`src/rtl/pipeline_hazard_ctrl.sv`:
```
// -----------------------------------------------------------------------------
// pipeline_hazard_ctrl
//
// Central stall/flush sequencer for the 5-stage pipelined core. It resolves
// load-use hazards, taken branches/jumps from Execute, multi-cycle data-memory
// accesses (with a timeout that latches an error), and a post-reset pipeline
// clear. Saturating counters track stall cycles and branch-induced flushes.
//
// Ports
//   clk, rst            : core clock, asynchronous active-high reset
//   Rs1D, Rs2D          : source registers of the Decode instruction
//   RdE, RegWriteE      : destination / write enable of the Execute instruction
//   ResultSrcE          : Execute result source (2'b01 = load)
//   PCSrcE              : taken branch or jump resolved in Execute
//   MemReqM, MemReadyM  : Memory-stage access request / completion
//   StallF..StallM      : hold PC, F/D, D/E, E/M registers
//   FlushD, FlushE      : clear F/D, D/E registers
//   FlushW              : clear M/W register (bubble into Writeback)
//   MemError            : sticky memory-timeout flag
//   StallCycles         : saturating count of cycles with StallF=1
//   FlushEvents         : saturating count of branch-induced flushes
//
// All stall/flush outputs are Mealy (combinational from state and inputs);
// state, counters and MemError are registered.
// -----------------------------------------------------------------------------
module pipeline_hazard_ctrl #(
    parameter int INIT_CYCLES = 2,
    parameter int MEM_TIMEOUT = 64,
    parameter int CNT_WIDTH   = 16
) (
    input  logic                 clk,
    input  logic                 rst,
    input  logic [4:0]           Rs1D,
    input  logic [4:0]           Rs2D,
    input  logic [4:0]           RdE,
    input  logic                 RegWriteE,
    input  logic [1:0]           ResultSrcE,
    input  logic                 PCSrcE,
    input  logic                 MemReqM,
    input  logic                 MemReadyM,
    output logic                 StallF,
    output logic                 StallD,
    output logic                 StallE,
    output logic                 StallM,
    output logic                 FlushD,
    output logic                 FlushE,
    output logic                 FlushW,
    output logic                 MemError,
    output logic [CNT_WIDTH-1:0] StallCycles,
    output logic [CNT_WIDTH-1:0] FlushEvents
);

    localparam int INIT_W = (INIT_CYCLES > 1) ? $clog2(INIT_CYCLES) : 1;
    localparam int WAIT_W = $clog2(MEM_TIMEOUT + 1);

    localparam logic [INIT_W-1:0] INIT_LAST = INIT_W'((INIT_CYCLES > 1) ? INIT_CYCLES - 1 : 0);
    localparam logic [WAIT_W-1:0] WAIT_LAST = WAIT_W'((MEM_TIMEOUT > 1) ? MEM_TIMEOUT - 1 : 0);

    typedef enum logic [1:0] {
        S_INIT     = 2'd0,
        S_RUN      = 2'd1,
        S_MEM_WAIT = 2'd2,
        S_ERROR    = 2'd3
    } state_t;

    state_t              state_reg, state_next;
    logic [INIT_W-1:0]   init_cnt_reg, init_cnt_next;
    logic [WAIT_W-1:0]   wait_cnt_reg, wait_cnt_next;
    logic                mem_error_reg, mem_error_next;
    logic [CNT_WIDTH-1:0] stall_cnt_reg, flush_cnt_reg;

    logic load_use;
    logic mem_wait;
    logic run_rules;     // branch / load-use resolution applies this cycle
    logic branch_flush;  // a branch flush is actually issued this cycle

    // Load in Execute whose destination feeds the Decode instruction; x0 never
    // creates a dependency.
    assign load_use = (ResultSrcE == 2'b01) && RegWriteE && (RdE != 5'd0) &&
                      ((RdE == Rs1D) || (RdE == Rs2D));
    assign mem_wait = MemReqM && !MemReadyM;

    always_comb begin
        state_next     = state_reg;
        init_cnt_next  = init_cnt_reg;
        wait_cnt_next  = wait_cnt_reg;
        mem_error_next = mem_error_reg;
        run_rules      = 1'b0;
        branch_flush   = 1'b0;
        StallF = 1'b0;
        StallD = 1'b0;
        StallE = 1'b0;
        StallM = 1'b0;
        FlushD = 1'b0;
        FlushE = 1'b0;
        FlushW = 1'b0;

        unique case (state_reg)
            S_INIT: begin
                StallF = 1'b1;
                FlushD = 1'b1;
                FlushE = 1'b1;
                if (init_cnt_reg == INIT_LAST) begin
                    state_next    = S_RUN;
                    init_cnt_next = '0;
                end else begin
                    init_cnt_next = init_cnt_reg + 1'b1;
                end
            end

            S_RUN: begin
                if (mem_wait) begin
                    // Freeze everything up to E/M and send a bubble to Writeback.
                    StallF = 1'b1;
                    StallD = 1'b1;
                    StallE = 1'b1;
                    StallM = 1'b1;
                    FlushW = 1'b1;
                    wait_cnt_next = WAIT_W'(1);
                    // A one-cycle timeout expires on the very first wait cycle.
                    if (MEM_TIMEOUT <= 1) begin
                        state_next     = S_ERROR;
                        mem_error_next = 1'b1;
                    end else begin
                        state_next = S_MEM_WAIT;
                    end
                end else begin
                    run_rules = 1'b1;
                end
            end

            S_MEM_WAIT: begin
                if (!MemReadyM) begin
                    StallF = 1'b1;
                    StallD = 1'b1;
                    StallE = 1'b1;
                    StallM = 1'b1;
                    FlushW = 1'b1;
                    wait_cnt_next = wait_cnt_reg + 1'b1;
                    // wait_cnt_reg counts completed wait cycles, so this cycle
                    // is the MEM_TIMEOUT-th one when it equals MEM_TIMEOUT-1.
                    if (wait_cnt_reg >= WAIT_LAST) begin
                        state_next     = S_ERROR;
                        mem_error_next = 1'b1;
                    end
                end else begin
                    // Access completes: release stalls now and resolve the
                    // Execute-stage hazards as in RUN.
                    run_rules     = 1'b1;
                    wait_cnt_next = '0;
                    state_next    = S_RUN;
                end
            end

            S_ERROR: begin
                StallF = 1'b1;
                StallD = 1'b1;
                StallE = 1'b1;
                StallM = 1'b1;
                FlushW = 1'b1;
            end

            default: begin
                state_next = S_INIT;
            end
        endcase

        // Branch beats load-use: the dependent instruction is squashed anyway.
        if (run_rules) begin
            if (PCSrcE) begin
                FlushD       = 1'b1;
                FlushE       = 1'b1;
                branch_flush = 1'b1;
            end else if (load_use) begin
                StallF = 1'b1;
                StallD = 1'b1;
                FlushE = 1'b1;
            end
        end
    end

    always_ff @(posedge clk or posedge rst) begin
        if (rst) begin
            state_reg     <= S_INIT;
            init_cnt_reg  <= '0;
            wait_cnt_reg  <= '0;
            mem_error_reg <= 1'b0;
            stall_cnt_reg <= '0;
            flush_cnt_reg <= '0;
        end else begin
            state_reg     <= state_next;
            init_cnt_reg  <= init_cnt_next;
            wait_cnt_reg  <= wait_cnt_next;
            mem_error_reg <= mem_error_next;
            if (StallF && (stall_cnt_reg != {CNT_WIDTH{1'b1}})) begin
                stall_cnt_reg <= stall_cnt_reg + 1'b1;
            end
            if (branch_flush && (flush_cnt_reg != {CNT_WIDTH{1'b1}})) begin
                flush_cnt_reg <= flush_cnt_reg + 1'b1;
            end
        end
    end

    assign MemError    = mem_error_reg;
    assign StallCycles = stall_cnt_reg;
    assign FlushEvents = flush_cnt_reg;

endmodule

```
`config.mk`:
```
export PLATFORM = sky130hd
export DESIGN_NAME = pipeline_hazard_ctrl
export DESIGN_NICKNAME = d
export VERILOG_FILES = /design/src/rtl/pipeline_hazard_ctrl.sv
export SDC_FILE = /design/constraint.sdc
export NUM_CORES = 1
export LEC_CHECK = 0
export ABC_AREA = 1
export CORE_MARGIN = 2
export CORE_UTILIZATION = 40
export DETAILED_ROUTE_END_ITERATION = 10
export PLACE_DENSITY = 0.66
export SLEW_MARGIN = 20
export SYNTH_ARGS = -nofsm -noshare
export SYNTH_HDL_FRONTEND = slang
export SYNTH_SLANG_ARGS = --single-unit
```
`constraint.sdc`:
```
create_clock -name clk -period 2.05 [get_ports clk]
set_input_delay 0.41 -clock clk [delete_from_list [all_inputs] [get_ports clk]]
set_output_delay 0.41 -clock clk [all_outputs]
set_load 0.01 [all_outputs]
```
# After elaboration in Yosys (flattened, before gate mapping)
# Cells that the tools add are included.
# Widths: inputs -> output; s select.
word_totals:
  reg_bits: 43
  input_bits: 23
  out_inout_bits: 40
  elab_cells: 69
op_classes:
  n_addsub: 4
  magnitude_cmp: 1
  eq_ne: 11
  mux: 30
  bitwise: 1
  reduce_logical: 16
op_table:
  columns: ["operator", "count"]
  rows:
  - ["$add 16x1->16 const B", 2]
  - ["$ne 16x16->1 const B", 2]
  - ["$mux 1", 19]
  - ["$mux 7", 2]
  - ["$pmux 7 s2", 1]
  - ["$eq 5x5->1", 2]
  - ["$mux 2", 4]
  - ["$add 7x1->7 const B", 1]
  - ["$ge 7x6->1 const B", 1]
  - ["$logic_and 1x1->1", 6]
  - ["$pmux 1 s3", 2]
  - ["$pmux 2 s3", 1]
  - ["$reduce_bool 5->1", 1]
  - ["$eq 2x1->1 const B", 2]
  - ["$eq 2x2->1 const B", 2]
  - ["$ne 2x2->1 const B", 2]
  - ["$reduce_and 4->1", 1]
  - ["$ne 3x3->1 const B", 1]
  - ["$reduce_and 3->1", 1]
  - ["$reduce_bool 3->1", 1]
  - ["$logic_not 2->1", 1]
  - ["$pmux 1 s2", 1]
  - ["$reduce_and 2->1", 1]
  - ["$reduce_bool 2->1", 1]
  - ["other kinds (5)", 5]

# Depth between registers and ports, before layout
depth:
  depth_word: 8
  depth_mapped: 12
  mapped_depth_nobuf: 11

# Least setup slack after synthesis
# OpenSTA, ideal clock, no wires.
synth_timing:
  kind: "flip-flop to output port"
  from: "register state_reg[0]"
  to: "output StallF"
  t_arrival_ns: 1.466
  required_time_ns: 1.640
  path_slack_ns: 0.174
  path_stages_with_launch: 7
  n_path_buf: 1
  cell_sequence: "dfrtp_1 -> inv_1 -> ha_1 -> inv_1 -> o31ai_2 -> nand2_4 -> buf_4"
synth_between:
  elab_chain_len: 6
  word_cells_on_any_way: 10
  classes_between: "3 x eq/ne; 5 x mux; 2 x reduce/logical"
synth_lines:
  columns: ["item", "line_no", "text"]
  rows:
  - ["start: declaration", "66", "state_t state_reg, state_next;"]
  - ["start signal: assignment", "191", "state_reg <= state_next;"]
  - ["$eq 2x2->1 / $logic_not 2->1 (equally long branches)", "98", "unique case (state_reg)"]
  - ["$reduce_or 2->1 (no line)", null, null]
  - ["$pmux 1 s3", "98", null]
  - ["$mux 1", "174", "end else if (load_use) begin"]
  - ["$mux 1", "170", "if (PCSrcE) begin"]
  - ["$mux 1 *", "169", "if (run_rules) begin"]
  - ["end: declaration", "41", "output logic StallF,"]
# Every way passes the cells marked *; elsewhere a longest branch is shown, timed or not.

# Worst setup path after layout
layout_timing:
  from: "register state_reg[1]"
  to: "output StallF"
# The elaborated chain is that of the path after synthesis.

==> results.json <==
{
  "critical_path.max_fanout": 3,
  "p_int_mw": 2.40,
  "max_freq_ghz": 0.484,
  "crit_type": "register to output pin",
  "die_h_microns": 87.6,
  "fin_skew_ns": 0.0117,
  "io_pins": 63,
  "synth_cell_type_count": 32,
  "clockPowerShare_pct": 17.0,
  "firstDrtPassIters": 4,
  "cp.buffers_inverters": 3,
  "drt_iter0_markers": 118,
  "synth_area_sq_um": 2800,
  "grt_start_max_net_pins": 44,
  "place_congestion": 0.842,
  "drv_cap": 0,
  "highest_layer": "met4",
  "tns_ns": -0.0151,
  "rows": 30,
  "met2_length_mm": 3.38,
  "portBuffers": 62,
  "path_cells": "buf_6 > ha_4 > nand2_4 > inv_6 > o31ai_4 > nand2_4 > buf_6",
  "tightest_slew_ns": 0.332,
  "critical-path-top-delay-family": "flip-flops",
  "holdBufCountCts": 0,
  "status": "complete, but fails checks",
  "max_stage_delay_ns": 0.43,
  "wl_mm": 6.77,
  "power_mw": 3.99,
  "synth_edf_count": 0,
  "drc": 0,
  "p_leak_nw": 1.96,
  "ys_warn_count": 0,
  "critPathCaptureType": "output pin",
  "grt_antenna_before_repair": 0,
  "grt_pass1_wl_mm": 11.1,
  "maxSlewViolCount": 0,
  "first_global_vias": 2622,
  "finalSetupViolations": 1,
  "yosys-top-cells-count": "nand2_1 (115), dfrtp_1 (43), nand3_1 (38), inv_1 (37), nor2_1 (37)",
  "nNetsFinal": 506,
  "synth_area_leaders": "dfrtp_1 (38%), nand2_1 (15%), nand3_1 (6.8%)",
  "worstPathArrival_ns": 1.66,
  "vias_per_cell": 4.74,
  "start_kind": "register",
  "initial_core_util_pct": 41.1,
  "synth-seq-cells": 43,
  "postSynthAreaPerCell_sq_um": 7.39,
  "startpoint": "state_reg[1]$_DFFE_PP0P_",
  "chipWidth_microns": 87.6,
  "combPwrFrac_pct": 53.7,
  "ys_seq_area_share_pct": 38.5,
  "rsz0062_at_grt": "yes",
  "drtAntennaViolNets": 0,
  "path_clk_slew_ns": 0.09,
  "cts_sinks": 43,
  "grt_remaining_overflow": 0,
  "core_sq_um": 6790,
  "synthArstFlopShare_pct": 100,
  "numCtsBuffers": 5,
  "yosysTopAreaCell": "dfrtp_1",
  "hold_path.class": "input pin to async pin",
  "ys.flop_type": "dfrtp_1",
  "dr_wl_met3_microns": 248,
  "clock_latency_ns": 0.31,
  "routedWlPerCell_microns": 11.9,
  "crit_slowest_cell": "dfrtp_1",
  "r2r-start": "state_reg[0]$_DFFE_PP0P_",
  "cts_max_level": 2,
  "dieArea_sq_um": 7670,
  "synthCells": 378,
  "period_needed_ns": 2.07,
  "cts_root_buf": "clkbuf_8",
  "layout_setup_ws_ns": -0.0151,
  "hold_viol": 0,
  "powerDensity_nw_per_um2": 990,
  "slew_headroom_pct": 77.7,
  "syn2layout_area_growth_pct": 44.2,
  "cts_tree": "yes",
  "wl_met1_mm": 3.07,
  "synth_top_area_share_pct": 38.5,
  "fin_crit_sh_pct": 101,
  "drive_above_1_share_pct": 17.9,
  "cts_buffer_depth": 2,
  "power_switching_mw": 1.59,
  "fillers": 649,
  "num_antenna_cells": 0,
  "syn-num-nets": 410,
  "synth_most_common_cell": "nand2_1",
  "grt_usage_pct": 18.1,
  "violations": "negative setup slack",
  "netSwitchingFraction_pct": 39.8,
  "dp.final_hpwl_mm": 4.77,
  "fin_util_pct": 59.3,
  "sequentialPowerShare_pct": 29.3,
  "vias": 2707,
  "irDropWorstVdd_mv": 0.451,
  "timing.critical_path.required_ns": 1.64
}
per-stage QoR:
stage | hold WS, ns | setup WS, ns | std cells | instance area, sq um
3_3_place_gp | 0.450 | -0.472 | 552 | 3660
4_1_cts | 0.465 | -0.0354 | 573 | 3920
5_1_grt | 0.483 | -0.0897 | 571 | 4030
2_1_floorplan | 0.433 | 0.174 | 378 | 2800
3_5_place_dp | 0.457 | -0.489 | 552 | 3660
6_report | 0.459 | -0.0151 | 571 | 4030
final cells by class:
class                      instances  area (sq um)  share of cell area [%]
clock buffer                       5          68.8                    1.71
tap                               96           120                    2.98
clock inverter                     3          43.8                    1.09
sequential                        43          1080                    26.7
inverter                          44           170                    4.22
multi-input combinational        285          1650                    40.9
timing repair buffer              95           905                    22.4
worst reg2reg max path: stages, from the launching register on:
cell	delay, ns
dfrtp_1	0.41
inv_2	0.12
ha_4	0.17
nand2_4	0.06
buf_4	0.13
buf_4	0.13
buf_4	0.12
buf_4	0.12
buf_4	0.12
buf_4	0.12
buf_4	0.13
o21ai_2	0.10
o21a_1	0.13
per-layer routing:
metal | vias up | GRT usage [%]
met4 | 0 | 5.03
met2 | 65 | 32.0
met1 | 1249 | 22.5
met3 | 8 | 3.49
li1 | 1385 | -
met5 | - | 0
final timing paths:
kind	end	slack [ns]	depth (start not counted)
setup / recovery	StallF	-0.02	7
hold / removal	state_reg[0]$_DFFE_PP0P_	0.46	3
setup reg to reg	wait_cnt_reg[3]$_DFFE_PP0P_	0.13	12
hold reg to reg	init_cnt_reg$_DFFE_PP0P_	0.47	1
max in group asynchronous	FlushEvents[10]$_DFFE_PP0P_	1.39	3
min in group clk	init_cnt_reg$_DFFE_PP0P_	0.47	1
layout by cell type (no fill, tap or decap), types with 4 or more instances in the layout:
cell,Yosys,routed
nand2_1,115,108
dfrtp_1,43,43
clkdlybuf4s50_1,0,41
nand3_1,38,37
inv_1,37,35
nor2_1,37,35
buf_4,3,27
xor2_1,19,19
o21ai_0,14,13
xnor2_1,11,11
nor3_1,11,11
buf_6,2,10
inv_2,7,8
dlygate4sd2_1,0,7
dlymetal6s2s_1,0,7
nand2_2,0,6
nand4_1,5,5
ha_4,0,5
clkbuf_8,0,5
nand2_4,3,4
ha_1,9,4
cell families (layout without fill, tap and decap cells):
group                    after synthesis  count (layout)  synth area share [%]
AO/OA/AOI/OAI                         25              25                  5.15
XOR/XNOR                              30              30                  9.40
adder cells (fa/ha/maj)                9               9                  4.03
buffers and inverters                 50             147                  7.70
flip-flops                            43              43                  38.5
AND/OR/NAND/NOR                      221             221                  35.2
power by group through the flow:
stage	clock, mW	sequential (mW)	combinational (mW)
after floorplan	0	1.20	0.971
after global placement	0	1.18	1.79
after detailed placement	0	1.19	1.80
after CTS	0.691	1.17	1.98
after global routing	0.727	1.19	2.36
final	0.679	1.17	2.14
what timing repair did:
| action | CTS | global route |
|---|---|---|
| setup endpoints to repair | 7 | 12 |
| pin swaps | 12 | 17 |
| gates resized for setup | 56 | 29 |
| setup buffers | 13 | 0 |
Note: power is estimated with default switching activity, not from simulation.
